--- config.mk ---
export PLATFORM = sky130hd
export DESIGN_NAME = dmem_arbiter
export DESIGN_NICKNAME = d
export VERILOG_FILES = /design/src/rtl/dmem_pkg.sv /design/src/rtl/dmem_arb_fsm.sv /design/src/rtl/dmem_arbiter.sv
export SDC_FILE = /design/constraint.sdc
export NUM_CORES = 1
export LEC_CHECK = 0
export CAP_MARGIN = 40
export CORE_ASPECT_RATIO = 0.75
export CORE_MARGIN = 1
export CORE_UTILIZATION = 47
export CTS_BUF_LIST = sky130_fd_sc_hd__clkbuf_8
export CTS_CLUSTER_SIZE = 8
export DETAILED_ROUTE_END_ITERATION = 7
export GPL_TIMING_DRIVEN = 0
export PLACE_DENSITY = 0.87
export REMOVE_ABC_BUFFERS = 1
export SYNTH_ARGS = -nofsm -noshare
export SYNTH_HDL_FRONTEND = slang
export SYNTH_SLANG_ARGS = --single-unit
--- constraint.sdc ---
create_clock -name clk -period 3.4 [get_ports clk]
set_clock_uncertainty 0.05 [all_clocks]
set_input_delay 0.68 -clock clk [delete_from_list [all_inputs] [get_ports clk]]
set_output_delay 0.68 -clock clk [all_outputs]
set_load 0.01 [all_outputs]
--- src/rtl/dmem_pkg.sv ---
// Shared types for the data-memory arbiter: FSM states, read-return owner tags
// and the default burst limit.
package dmem_pkg;

    localparam int unsigned DMEM_MAX_BURST = 4;

    typedef enum logic [1:0] {
        RR        = 2'd0,
        BURST     = 2'd1,
        FORCE_CPU = 2'd2
    } arb_state_e;

    typedef enum logic [1:0] {
        NONE = 2'd0,
        CPU  = 2'd1,
        DMA  = 2'd2
    } owner_e;

endpackage

--- src/rtl/dmem_arb_fsm.sv ---
// Grant FSM for the CPU/DMA memory port: round-robin arbitration, DMA lock
// bursts bounded by MAX_BURST, and one reserved CPU slot after a long burst.
module dmem_arb_fsm
    import dmem_pkg::*;
#(
    parameter int unsigned MAX_BURST = DMEM_MAX_BURST
) (
    input  logic clk,
    input  logic reset,
    input  logic cpu_req,
    input  logic dma_req,
    input  logic dma_lock,
    output logic cpu_gnt,
    output logic dma_gnt
);

    localparam logic [3:0] MAX_CNT = 4'(MAX_BURST);

    arb_state_e state_q, state_d;
    logic [3:0] burst_cnt_q, burst_cnt_d;
    owner_e     last_q, last_d;
    logic       rr_arb;

    always_comb begin
        cpu_gnt     = 1'b0;
        dma_gnt     = 1'b0;
        rr_arb      = 1'b0;
        state_d     = state_q;
        burst_cnt_d = burst_cnt_q;
        last_d      = last_q;

        if (reset) begin
            case (state_q)
                BURST: begin
                    if (dma_req && dma_lock) begin
                        dma_gnt = 1'b1;
                        last_d  = DMA;
                        if (cpu_req) begin
                            burst_cnt_d = burst_cnt_q + 4'd1;
                            if (burst_cnt_d >= MAX_CNT) begin
                                state_d     = FORCE_CPU;
                                burst_cnt_d = '0;
                            end
                        end
                    end else begin
                        // Release cycle is arbitrated like any RR cycle.
                        state_d     = RR;
                        burst_cnt_d = '0;
                        rr_arb      = 1'b1;
                    end
                end
                FORCE_CPU: begin
                    cpu_gnt     = cpu_req;
                    state_d     = RR;
                    burst_cnt_d = '0;
                    last_d      = CPU;
                end
                default: rr_arb = 1'b1;
            endcase

            if (rr_arb) begin
                if (cpu_req && dma_req) begin
                    cpu_gnt = (last_q == DMA);
                    dma_gnt = (last_q != DMA);
                end else begin
                    cpu_gnt = cpu_req;
                    dma_gnt = dma_req;
                end
                if (cpu_gnt) begin
                    last_d = CPU;
                end
                if (dma_gnt) begin
                    last_d = DMA;
                    if (dma_lock) begin
                        state_d     = BURST;
                        burst_cnt_d = 4'd1;
                        // With a limit of one, the opening grant already exhausts the burst.
                        if (cpu_req && (MAX_CNT <= 4'd1)) begin
                            state_d     = FORCE_CPU;
                            burst_cnt_d = '0;
                        end
                    end
                end
            end
        end
    end

    always_ff @(posedge clk) begin
        if (!reset) begin
            state_q     <= RR;
            burst_cnt_q <= '0;
            last_q      <= DMA;
        end else begin
            state_q     <= state_d;
            burst_cnt_q <= burst_cnt_d;
            last_q      <= last_d;
        end
    end

endmodule

--- src/rtl/dmem_arbiter.sv ---
// Single-port data memory shared by the CPU E stage and the audio DMA: grant
// FSM, request mux onto the memory port, and one-cycle read return routing.
module dmem_arbiter
    import dmem_pkg::*;
#(
    parameter int unsigned MAX_BURST = DMEM_MAX_BURST,
    parameter int unsigned AW        = 32,
    parameter int unsigned DW        = 32
) (
    input  logic          clk,
    input  logic          reset,
    input  logic          cpu_req,
    input  logic          cpu_we,
    input  logic [AW-1:0] cpu_addr,
    input  logic [DW-1:0] cpu_wdata,
    output logic          cpu_stall,
    output logic [DW-1:0] cpu_rdata,
    output logic          cpu_rvalid,
    input  logic          dma_req,
    input  logic          dma_lock,
    input  logic          dma_we,
    input  logic [AW-1:0] dma_addr,
    input  logic [DW-1:0] dma_wdata,
    output logic          dma_gnt,
    output logic [DW-1:0] dma_rdata,
    output logic          dma_rvalid,
    output logic          mem_en,
    output logic          mem_we,
    output logic [AW-1:0] mem_addr,
    output logic [DW-1:0] mem_wdata,
    input  logic [DW-1:0] mem_rdata
);

    logic          cpu_gnt;
    logic          dma_gnt_w;
    logic [AW-1:0] addr_q;
    logic [DW-1:0] wdata_q;
    owner_e        owner_q, owner_d;
    logic [DW-1:0] cpu_rdata_q;
    logic [DW-1:0] dma_rdata_q;

    dmem_arb_fsm #(
        .MAX_BURST(MAX_BURST)
    ) u_fsm (
        .clk     (clk),
        .reset   (reset),
        .cpu_req (cpu_req),
        .dma_req (dma_req),
        .dma_lock(dma_lock),
        .cpu_gnt (cpu_gnt),
        .dma_gnt (dma_gnt_w)
    );

    assign dma_gnt   = dma_gnt_w;
    assign cpu_stall = reset & cpu_req & ~cpu_gnt;

    always_comb begin
        mem_en    = cpu_gnt | dma_gnt_w;
        mem_we    = 1'b0;
        mem_addr  = addr_q;
        mem_wdata = wdata_q;
        owner_d   = NONE;
        if (cpu_gnt) begin
            mem_we    = cpu_we;
            mem_addr  = cpu_addr;
            mem_wdata = cpu_wdata;
            if (!cpu_we) begin
                owner_d = CPU;
            end
        end else if (dma_gnt_w) begin
            mem_we    = dma_we;
            mem_addr  = dma_addr;
            mem_wdata = dma_wdata;
            if (!dma_we) begin
                owner_d = DMA;
            end
        end
    end

    always_ff @(posedge clk) begin
        if (!reset) begin
            addr_q      <= '0;
            wdata_q     <= '0;
            owner_q     <= NONE;
            cpu_rdata_q <= '0;
            dma_rdata_q <= '0;
        end else begin
            if (mem_en) begin
                addr_q  <= mem_addr;
                wdata_q <= mem_wdata;
            end
            owner_q <= owner_d;
            if (owner_q == CPU) begin
                cpu_rdata_q <= mem_rdata;
            end
            if (owner_q == DMA) begin
                dma_rdata_q <= mem_rdata;
            end
        end
    end

    // Returning data is passed straight through; the _q copy holds it afterwards.
    assign cpu_rvalid = (owner_q == CPU);
    assign dma_rvalid = (owner_q == DMA);
    assign cpu_rdata  = cpu_rvalid ? mem_rdata : cpu_rdata_q;
    assign dma_rdata  = dma_rvalid ? mem_rdata : dma_rdata_q;

endmodule

== Word-level counts from Yosys, hierarchy flattened ==
Cells that the tools add are included.

* Add/subtract/negate cells: 1
* $lt $le $gt $ge: 1
* Eq/ne operators: 6
* Multiplexer cells: 47
* Bitwise gates (word level): 4
* Reduce and logical (&&, ||, !) cells: 2

{| class="wikitable"
|+ Operators by type and width
! cell !! number
|-
| $mux 32 || 6
|-
| $mux 2 || 13
|-
| $mux 4 || 6
|-
| $mux 1 || 18
|-
| $pmux 2 s2 || 2
|-
| $pmux 4 s2 || 1
|-
| $eq 2x2->1 const B || 3
|-
| $add 4x1->4 const B || 1
|-
| $eq 2x1->1 const B || 2
|-
| $ge 4x3->1 const B || 1
|-
| $and 1x1->1 || 2
|-
| $logic_and 1x1->1 || 2
|-
| $ne 2x2->1 const B || 1
|-
| $pmux 1 s2 || 1
|-
| $not 1->1 || 1
|-
| $or 1x1->1 || 1
|}

* Register bits after elaboration: 138
* Output and inout port bits: 134

== Depth between registers and ports, before layout ==
Gate-level depths: netlist (run 1).

* Depth in word-level cells: 10
* Mapped depth: 9
* Gate-level depth less buffers: 7

== By module ==
From an unflattened synthesis (run 1), not the netlist that was laid out.

* Cells, all modules: 774
* Area, all modules: 6812.8 sq um

{| class="wikitable"
|+ By module, submodules not included
! module !! times used !! cells an instance !! area an instance (sq um) !! seq. area each (sq um)
|-
| dmem_arbiter || 1 || 712 || 6304.8 || 2602.5
|-
| dmem_arb_fsm || 1 || 62 || 508.0 || 160.2
|}

== Worst setup path after synthesis (run 1) ==
OpenSTA, ideal clock, no wires.

* Kind: input to output
* Start point: input cpu_req
* End point: output mem_addr[0]
* Arrival: 1.881 ns
* Required time: 2.670 ns
* Setup slack: 0.789 ns
* Stages: 7
* Path buffers: 3
* Cells stage by stage: buf_2 > nand3b_1 > a32oi_2 > buf_4 > buf_4 > nand2_1 > a31oi_1

* Word-level cells in the longest chain between the ends: 8
* Elaborated cells on any way between the ends: 14
* Those cells by class: mux (13); reduce/logical (1)

{| class="wikitable"
|+ Ends and longest elaborated chain
! item !! line !! RTL
|-
| from (decl) || dmem_arbiter.sv:12 || <nowiki>input logic cpu_req,</nowiki>
|-
| $logic_and 1x1->1 || dmem_arb_fsm.sv:62 || <nowiki>if (cpu_req && dma_req) begin</nowiki>
|-
| $mux 1 || dmem_arb_fsm.sv:62 ||
|-
| $mux 1 || dmem_arb_fsm.sv:61 || <nowiki>if (rr_arb) begin</nowiki>
|-
| $mux 1 || dmem_arb_fsm.sv:32 || <nowiki>if (reset) begin</nowiki>
|-
| $mux 1 || dmem_arb_fsm.sv:61 ||
|-
| $mux 1 || dmem_arb_fsm.sv:32 ||
|-
| $mux 32 || dmem_arbiter.sv:70 || <nowiki>end else if (dma_gnt_w) begin</nowiki>
|-
| $mux 32 (*) || dmem_arbiter.sv:63 || <nowiki>if (cpu_gnt) begin</nowiki>
|-
| to (decl) || dmem_arbiter.sv:29 || <nowiki>output logic [AW-1:0] mem_addr,</nowiki>
|}

Every way passes the cells marked *; elsewhere a longest branch is shown, timed or not. The select of a mux whose other input is x is not followed.

== Final worst setup path (run 1) ==
* Start point: input dma_lock
* End point: output mem_we

* Word-level cells in the longest chain between the ends: 8
* Elaborated cells on any way between the ends: 12
* Those cells by class: mux (11); reduce/logical (1)

{| class="wikitable"
|+ Ends and longest elaborated chain
! item !! line !! RTL
|-
| from (decl) || dmem_arbiter.sv:20 || <nowiki>input logic dma_lock,</nowiki>
|-
| $logic_and 1x1->1 (*) || dmem_arb_fsm.sv:35 || <nowiki>if (dma_req && dma_lock) begin</nowiki>
|-
| $mux 1 || dmem_arb_fsm.sv:35 ||
|-
| $pmux 1 s2 || dmem_arb_fsm.sv:33 || <nowiki>case (state_q)</nowiki>
|-
| $mux 1 || dmem_arb_fsm.sv:32 ||
|-
| $mux 1 || dmem_arb_fsm.sv:61 ||
|-
| $mux 1 || dmem_arb_fsm.sv:32 ||
|-
| $mux 1 || dmem_arbiter.sv:70 ||
|-
| $mux 1 (*) || dmem_arbiter.sv:63 ||
|-
| to (decl) || dmem_arbiter.sv:28 || <nowiki>output logic mem_we,</nowiki>
|}

Marked as above.

==> results of run 1 <==
## worst max path at each step
stage                                 from             to  slack (ps)  cells after the start
final                             dma_lock         mem_we          90                      8
after floorplan                   dma_lock   mem_wdata[0]       -3510                      4
after global routing      u_fsm.state_q[1]   mem_wdata[9]        -0.6                      9
after detailed placement          dma_lock      cpu_stall       -1130                      8
after CTS                 u_fsm.state_q[1]   mem_addr[10]           1                     10
after global placement            dma_lock  mem_wdata[12]       -6960                      6
## synth_stat cells (all sizes together), types with 3 or more instances
master	count	area [µm²]
mux2	64	720.7
a311oi	65	838.3
inv	9	33.78
nand2b	4	25.02
o211ai	4	35.03
a31oi	67	419.2
ha	3	37.54
o21ai	4	20.01
dfxtp	138	2763
nor2	4	15.01
nor2b	3	18.77
and2	65	406.6
clkbuf	19	71.32
buf	47	269.0
nand2	135	506.7
nor3	66	330.3
## kinds of logic (layout without fill, tap and decap cells)
kind of cell,Yosys count,count (layout),synth area share
buffers and inverters,75,376,0.05594
flip-flops,138,138,0.4131
AO/OA/AOI/OAI,151,151,0.2112
multiplexers,65,65,0.1093
adder cells (fa/ha/maj),3,3,0.005613
AND/OR/NAND/NOR,287,288,0.2049
## timing repair
item,4_1_cts,5_1_grt
setup endpoints to repair,68,47
hold buffers,0,0
gates cloned,6,1
pin swaps,5,1
setup buffers,10,5
gates resized for setup,94,66
## metal layers
layer,track usage,up-vias
met3,0.09859,37
met2,0.5104,276
met5,0,-
met1,0.3388,3280
li1,-,3213
met4,0.08634,0
## per-stage QoR
step | setup WS, ps | hold slack (ps) | setup TNS, ps | cells | power [mW]
after floorplan | -3508 | 373.6 | -422880 | 653 | 2.322
after detailed placement | -1130 | 399.7 | -68130 | 1142 | 3.034
after CTS | 1.040 | 411.7 | 0 | 1190 | 4.384
after global routing | -0.6009 | 458.5 | -0.6009 | 1196 | 4.554
after global placement | -6964 | 394.3 | -880100 | 1128 | 2.967
final | 91.25 | 408.1 | 0 | 1196 | 4.366
## worst max-delay path, stage by stage
cell	delay, ps
dlygate4sd2_1	330
nand2b_4	190
a211oi_4	60
buf_8	160
or2_4	260
buf_6	170
o21ai_1	120
clkdlybuf4s50_1	590
## flip-flops by register name (all words and copies together) (netlist names)
name	count
addr_q	32
u_fsm.state_q	2
cpu_rdata_q	32
u_fsm.last_q	2
u_fsm.burst_cnt_q	4
wdata_q	32
dma_rdata_q	32
owner_q	2
## final cells by class
type / count / area share
inverters: 9 / 0.004976
well taps: 175 / 0.02073
clock buffers: 18 / 0.02346
repair buffers: 335 / 0.3305
clock inverters: 14 / 0.01422
flip-flops and latches: 138 / 0.2617
multi-input cells: 507 / 0.3444
## power groups by stage
stage	clock network, mW	logic [mW]	registers (mW)
CTS	1.39	1.24	1.75
detailed placement	0	1.25	1.79
global placement	0	1.19	1.78
finish	1.36	1.25	1.75
floorplan	0	0.544	1.78
global route	1.46	1.33	1.76
==> summary.txt, run 1 <==
CTS Root Cell: clkbuf_8
Die area: 14720 µm²
Worst r2r path cells: 8
Final instance area: 10560 µm²
Cell Pwr Density: 413.5 nW/µm²
Synth Warn #: 0
Core area: 13800 µm²
FF+latch count, synth: 138
Fill cells: 987
Layout cell share with drive strength beyond 1: 0.2116
FMAX: 0.3022 GHz
Worst Setup End Kind: output port
Clock-pin slew on the worst setup and hold paths: 80 ps
Met3 wire len: 1869 µm
Number of cell rows: 37
Sw frac: 0.3097
Vias post-DR: 6806
Sequential fraction of design power: 0.401
TritonCTS Buffers: 17
Cell-internal power: 3.014 mW
Rel. slew slack: 0.4268
Worst R2R Setup Slack: 1270 ps
HP Class: flop to flop
Final hold vios: 0
CTS tree: done
DR WL/cell: 18.49 µm
Leak: 4.157 nW
WL met1: 8879 µm
Final core occ: 0.7655
Vias in the first global route: 6498
Pins Over Slew Limit: 0
GRT Total Usage: 0.2925
Crit path DAT: 2580 ps
Number of synthesized flops with an enable pin: 0
GRT overflow: 0
Worst path required time: 2670 ps
Initial antenna violation count: 0
Post-Syn Area per Cell: 9.301 µm²
Routability cong.: 0.8078
Starting DRT DRC Count: 434
Routed Antenna Nets: 0
Top Layer Used: met4
Worst-margin pin slew: 859.8 ps
Most frequent cells in the layout: 231 x clkdlybuf4s50_1, 137 x dfxtp_1, 135 x nand2_1
Chip Height: 105.3 µm
Worst hold stages: 2
Reg-to-Reg End: addr_q[13]
RSZ-0062 raised after global routing: yes
First-pass GRT wire length: 34000 µm
Sequential Area: 2764 µm²
Hold_sp: u_fsm.burst_cnt_q[2]
Asr flop ratio synth: 0
Seq/Total Area, Yosys: 0.4131
Status: finished clean
Switching pwr: 1.352 mW
Clk Latency, worst-skew pair: 430 ps
Synth cell types: 41
Hold EP: u_fsm.burst_cnt_q[2]
# setup viols final: 0
Crit path max fanout: 15
Clock power frac: 0.312
Clock Sinks: 138
Critical path launch point type: input port
Initial Util: 0.4848
DRC Markers: 0
Synthesis-to-layout area growth: 57.90%
Worst r2r src: u_fsm.state_q[0]
Footprint of the multi-input gates: 3637 µm²
Vias per cell: 5.691
Die Wd: 139.7 µm
Nets@finish: 1178
Mapped Cells: 719
Final min period: 3309 ps
Port bufs: 300
Most common cell after layout, fill and taps aside: clkdlybuf4s50_1
DPL Wire Length: 14610 µm
Fin crit share: 0.9732
# diodes: 0
Mapped Area: 6688 µm²
Crit Path Class: input port to output port
Clock buffer depth: 2
Ys flop type: dfxtp_1
Total of max-cap violations: 0
Largest net degree at the start of global routing: 58
WL final: 22110 µm
Met2 WL: 11050 µm
# IOs: 301
VDD IR-drop max: 0.0002765 V
H-Tree Depth: 4
Placed standard-cell area: 9905 µm²
Gate power share: 0.287
Iteration count of the initial detailed-routing pass: 6
Power figures use the tool's default switching activity.
==> run 2: changes to the inputs <==
Settings changed: CORE_MARGIN 1 to 2.
==> run 2 against run 1 <==
Wire length increased by 1.4%. Core utilization shrank 0.26 points. Critical endpoint is now mem_wdata[1]. Die area grew 3.4%. Clock power decreased by 7%. Via count fell by 1.0%. Hold slack better by 2.6 ps.
==> summary.txt, run 2 (synthesis gave the netlist of run 1 again) <==
Status: finished clean
Final hold slack: 410.7 ps (+2.644 ps)
# diodes: 0 (unchanged)
Worst r2r src: u_fsm.state_q[1]
Layout cell share with drive strength beyond 1: 0.1896 (-0.02197)
WL met1: 9172 µm (+3.3%)
Final min period: 3352 ps (+43.07 ps)
Vias per cell: 5.648 (-0.75%)
Rel. slew slack: 0.3981 (-0.02865)
Leak: 4.087 nW (-1.7%)
Crit path max fanout: 11 (-4)
Critical path launch point type: input port
CTS tree: done
Clk Latency, worst-skew pair: 420 ps (about the same)
Port bufs: 300 (unchanged)
Fin crit share: 0.9858 (+0.01267)
Sequential Area: 2764 µm² (unchanged)
Pins Over Slew Limit: 0 (unchanged)
Hold_sp: u_fsm.burst_cnt_q[2]
Met3 wire len: 2103 µm (+13%)
GRT overflow: 0 (unchanged)
Crit Path Class: input port to output port
Worst path required time: 2670 ps (about the same)
Worst Setup End Kind: output port
Total Power: 4.264 mW (-2.4%)
Nets@finish: 1175 (-0.25%)
Die area: 15210 µm² (+3.4%)
DR WL/cell: 18.79 µm (+1.6%)
Vias post-DR: 6738 (-1.0%)
Clock-pin slew on the worst setup and hold paths: 70 ps (about the same)
Die Wd: 141.7 µm (+1.4%)
Core area: 13800 µm² (unchanged)
Met2 WL: 10680 µm (-3.3%)
Iteration count of the initial detailed-routing pass: 5 (-1)
Critical-path top delay cell: clkdlybuf4s15_1
Routability cong.: 0.7746 (-4.1%)
VDD IR-drop max: 0.0002956 V (+6.9%)
HP Class: flop to flop
Synthesis-to-layout area growth: 57.36%
Routed Antenna Nets: 0 (unchanged)
Largest net degree at the start of global routing: 61 (+5.2%)
# IOs: 301 (unchanged)
Worst-margin pin slew: 902.8 ps (+42.98 ps)
Chip Height: 107.3 µm (+1.9%)
Total of max-cap violations: 0 (unchanged)
CTS Root Cell: clkbuf_8
Initial Util: 0.4848 (unchanged)
Most frequent cells in the layout: 231 x clkdlybuf4s50_1, 137 x dfxtp_1, 135 x nand2_1
Most common cell after layout, fill and taps aside: clkdlybuf4s50_1
DRC Markers: 0 (unchanged)
Final hold vios: 0 (unchanged)
Cell Pwr Density: 405.1 nW/µm² (-2.0%)
Clock buffer depth: 2 (unchanged)
Clock Sinks: 138 (unchanged)
GRT Total Usage: 0.2874 (-0.005119)
Starting DRT DRC Count: 354 (-18%)
Initial antenna violation count: 0 (unchanged)
TritonCTS Buffers: 17 (unchanged)
Slowest Stage Delay on Critical Path: 360 ps (-230 ps)
Crit path DAT: 2620 ps (+40 ps)
First-pass GRT wire length: 34360 µm (+1.1%)
Top Layer Used: met4
FMAX: 0.2983 GHz (-1.3%)
Vias in the first global route: 6549 (+0.78%)
H-Tree Depth: 4 (unchanged)
Footprint of the multi-input gates: 3675 µm² (+1.0%)
Critical Path Most Common Cell: buf_4
Fill cells: 1024 (+3.7%)
Critical path, cell by cell: clkdlybuf4s15_1 > and2_1 > a32oi_4 > buf_4 > buf_4 > inv_2 > nand2_1 > a31oi_1 > dlygate4sd2_1
Number of cell rows: 37 (unchanged)
# setup viols final: 0 (unchanged)
WL final: 22420 µm (+1.4%)
CP startpoint: dma_req
DPL Wire Length: 14600 µm (about the same)
==> run 2: worst max-delay path: cells and delay by family <==
family,cells,cell delay (ps)
buffers and inverters,5,1180
and+or+nand+nor,2,380
AOI/OAI and AO/OA,2,380
==> run 2: cell type report <==
cell class,count,area share
clock buffer,17,0.02223
multi-input combinational,509,0.3492
tap,175,0.02081
timing repair buffer,329,0.3285
timing repair inverter,1,0.0003567
inverter,9,0.003923
sequential,138,0.2626
clock inverter,15,0.01236
==> run 2: where the power goes <==
part	internal (mW)	leakage, nW	switching (mW)	total, mW
clock	0.533	0.182	0.732	1.26
sequential	1.72	1.13	0.0297	1.75
combinational	0.657	2.78	0.592	1.25
==> run 2: stage by stage <==
step | setup WS [ps] | TNS, ps | utilization | instance area [µm²] | cells
after floorplan | -3508 | -422880 | - | 6347 | 653
after global placement | -6951 | -875110 | 0.6936 | 9569 | 1128
after detailed placement | -1366 | -89400 | 0.7183 | 9910 | 1141
after CTS | 67.25 | 0 | 0.7607 | 10490 | 1190
after global routing | -7.482 | -20.55 | 0.7628 | 10520 | 1193
final | 48.17 | 0 | 0.7628 | 10520 | 1193
==> run 2: timing repair <==
item	4_1_cts	5_1_grt
buffers inserted	11	3
gates cloned	6	0
pin swaps	4	1
setup endpoints to repair	68	22
hold endpoints to repair	0	0
gates resized for setup	99	10
hold buffers	0	0
==> run 2: path summary, 6_finish.rpt <==
| check | to | slack [ps] | cells past startpoint |
|---|---|---|---|
| hold reg to reg | u_fsm.burst_cnt_q[2] | 410 | 2 |
| setup / recovery | mem_wdata[1] | 50 | 9 |
| hold / removal | u_fsm.burst_cnt_q[2] | 410 | 2 |
| setup reg to reg | wdata_q[1] | 730 | 6 |
==> run 2: metal layers <==
layer  vias up  global-route usage
met2       269              0.4868
li1       3221                   -
met1      3211              0.3409
met5         -                   0
met4         0             0.09143
met3        37              0.1045
==> run 3: changes to the inputs <==
Settings changed: PLACE_DENSITY 0.87 to default, PLACE_DENSITY_LB_ADDON from default to 0.05.
==> run 3 against run 2 <==
The flow now finishes with violations (negative setup slack). Global-route usage is 0.41 points higher. Setup slack lost 200 ps. Wire length is 3.1% higher. Register-to-register slack improved by 320 ps. Combinational power about the same. Via count grew 2.5%. Hold slack worse by 2.0 ps. Clock power grew 17%. Sequential power about the same. Power grew 5.5%. Die area unchanged. Critical endpoint is now mem_addr[17]. Largest cell class unchanged.
==> summary.txt, run 3 (synthesis gave the netlist of run 1 again) <==
Status: finished, violations left
Failing checks: negative setup slack
DPL Wire Length: 15180 µm (+4.0%)
Synthesis-to-layout area growth: 59.01%
GRT Total Usage: 0.2915 (+0.004139)
Sequential fraction of design power: 0.389 (-0.021)
Fill cells: 945 (-7.7%)
Chip Height: 107.3 µm (unchanged)
Final instance area: 10630 µm² (+1.0%)
Crit path max fanout: 16 (+5)
Routed Antenna Nets: 0 (unchanged)
# setup viols final: 7 (+7)
Clock buffer depth: 2 (unchanged)
Met3 Track Usage GR: 0.07696 (-0.02758)
DP Cell Count: 1143 (+0.18%)
Pins Over Slew Limit: 0 (unchanged)
DR WL/cell: 19.18 µm (+2.1%)
Starting DRT DRC Count: 479 (+35%)
Vias per cell: 5.731 (+1.5%)
Vias in the first global route: 7133 (+8.9%)
Placed standard-cell area: 9921 µm² (+0.11%)
Iteration count of the initial detailed-routing pass: 5 (unchanged)
Core area: 13800 µm² (unchanged)
Worst Setup End Kind: output port
Fin crit share: 1.045 (+0.05871)
Switching pwr: 1.312 mW (-3.1%)
Final hold vios: 0 (unchanged)
VDD IR-drop max: 0.0003298 V (+12%)
Most congested layer reported by global routing: met2
RSZ-0062 raised after global routing: yes
# diodes: 0 (unchanged)
Cell-internal power: 3.187 mW (+9.5%)
Worst path required time: 2670 ps (about the same)
Clk Latency, worst-skew pair: 450 ps (+30 ps)
WL final: 23120 µm (+3.1%)
Die Wd: 141.7 µm (unchanged)
Met1 Track Usage GR: 0.3271 (-0.01376)
Die area: 15210 µm² (unchanged)
Critical path launch point type: input port
Largest net degree at the start of global routing: 54 (-11%)
Worst-margin pin slew: 553.8 ps (-349.0 ps)
# IOs: 301 (unchanged)
Crit path DAT: 2820 ps (+200 ps)
First-pass GRT wire length: 35020 µm (+1.9%)
Initial Util: 0.4848 (unchanged)
Leak: 4.157 nW (+1.7%)
Most common cell after layout, fill and taps aside: clkdlybuf4s50_1
Nets@finish: 1187 (+1.0%)
Post-Layout Cell Count: 1205 (+1.0%)
Most frequent cells in the layout: 237 x clkdlybuf4s50_1, 137 x dfxtp_1, 132 x nand2_1
Clock power frac: 0.329 (+0.032)
Met2 track demand over resource: 0.5277 (+0.04092)
Worst setup margin: -151.4 ps (-199.6 ps)
Number of cell rows: 37 (unchanged)
Initial antenna violation count: 0 (unchanged)
Rel. slew slack: 0.6269 (+0.2287)
Gate power share: 0.282 (-0.011)
Clock-pin slew on the worst setup and hold paths: 80 ps (about the same)
Clock Sinks: 138 (unchanged)
Sw frac: 0.2917 (-0.02584)
Final core occ: 0.7708 (+0.007981)
Layout cell share with drive strength beyond 1: 0.2272 (+0.03760)
Routability cong.: 0.8556 (+10%)
H-Tree Depth: 4 (unchanged)
HP Class: flop to flop
Port bufs: 300 (unchanged)
CTS tree: done
Crit Path Class: input port to output port
Final min period: 3551 ps (+199.6 ps)
Vias post-DR: 6906 (+2.5%)
TritonCTS Buffers: 17 (unchanged)
DRC Markers: 0 (unchanged)
Cell Pwr Density: 423.2 nW/µm² (+4.4%)
GRT overflow: 0 (unchanged)
Total of max-cap violations: 0 (unchanged)
Hold_buf cts: 0 (unchanged)
CTS Root Cell: clkbuf_8
FMAX: 0.2816 GHz (-5.6%)
-- run 3: changes by cell type in the layout (fill, tap and decap cells not counted), moves of 4 or more --
cell             previous run  this run
bufinv_16                   0         4
clkdlybuf4s15_1             7        13
dlygate4sd2_1              56        18
clkbuf_2                    1        26
buf_4                       8        19
clkdlybuf4s50_1           231       237
inv_6                       7         2
-- run 3: path summary, 6_finish.rpt --
kind                             start              endpoint  slack [ps]  cells past startpoint
setup / recovery               dma_req          mem_addr[17]        -150                      9
hold / removal    u_fsm.burst_cnt_q[3]  u_fsm.burst_cnt_q[3]         410                      2
setup reg to reg      u_fsm.state_q[1]            addr_q[18]        1050                     10
hold reg to reg   u_fsm.burst_cnt_q[3]  u_fsm.burst_cnt_q[3]         410                      2
-- run 3: through the flow --
step / hold WS [ps] / power [mW] / setup slack [ps] / setup TNS, ps
floorplan: 373.6 / 2.322 / -3508 / -422880
global placement: 388.6 / 2.956 / -6630 / -850700
detailed placement: 401.2 / 3.035 / -1336 / -91870
CTS: 411.5 / 4.485 / -165.2 / -804.3
global route: 428.5 / 4.679 / -232.5 / -1548
finish: 408.7 / 4.500 / -151.4 / -898.2
-- run 3: power by group through the flow --
stage               Clock [mW]  Combinational, mW  Sequential, mW
floorplan                    0              0.544            1.78
global placement             0               1.17            1.78
detailed placement           0               1.25            1.79
CTS                       1.50               1.24            1.75
global route              1.57               1.35            1.76
finish                    1.48               1.27            1.75
-- run 3: final cells by class --
| class | count | area [µm²] | share of cell area |
|---|---|---|---|
| well taps | 175 | 219.0 | 0.02059 |
| repair buffers | 344 | 3506 | 0.3297 |
| multi-input cells | 507 | 3660 | 0.3442 |
| flip-flops and latches | 138 | 2764 | 0.2599 |
| clock inverters | 15 | 198.9 | 0.01871 |
| inverters | 9 | 52.55 | 0.004942 |
| clock buffers | 17 | 234.0 | 0.02200 |
-- run 3: repair_timing --
action	CTS	global route
cloned	4	3
setup endpoints to repair	68	50
resized for setup	85	90
pin swaps	5	6
setup buffers	10	13
-- run 3: metal layers --
metal  share of wire  vias up  wire length (µm)
met3           0.088       65              2038
li1                -     3229                 -
met4           0.030        0               695
met1            0.39     3268              8912
met2            0.50      344             11470
met5               0        -                 0
-- run 3: critical path, stage by stage --
cell,delay [ps]
clkdlybuf4s15_1,310
inv_1,240
a211oi_4,70
buf_8,140
buf_8,140
or2_4,320
buf_6,180
a31oi_1,150
clkdlybuf4s50_1,560
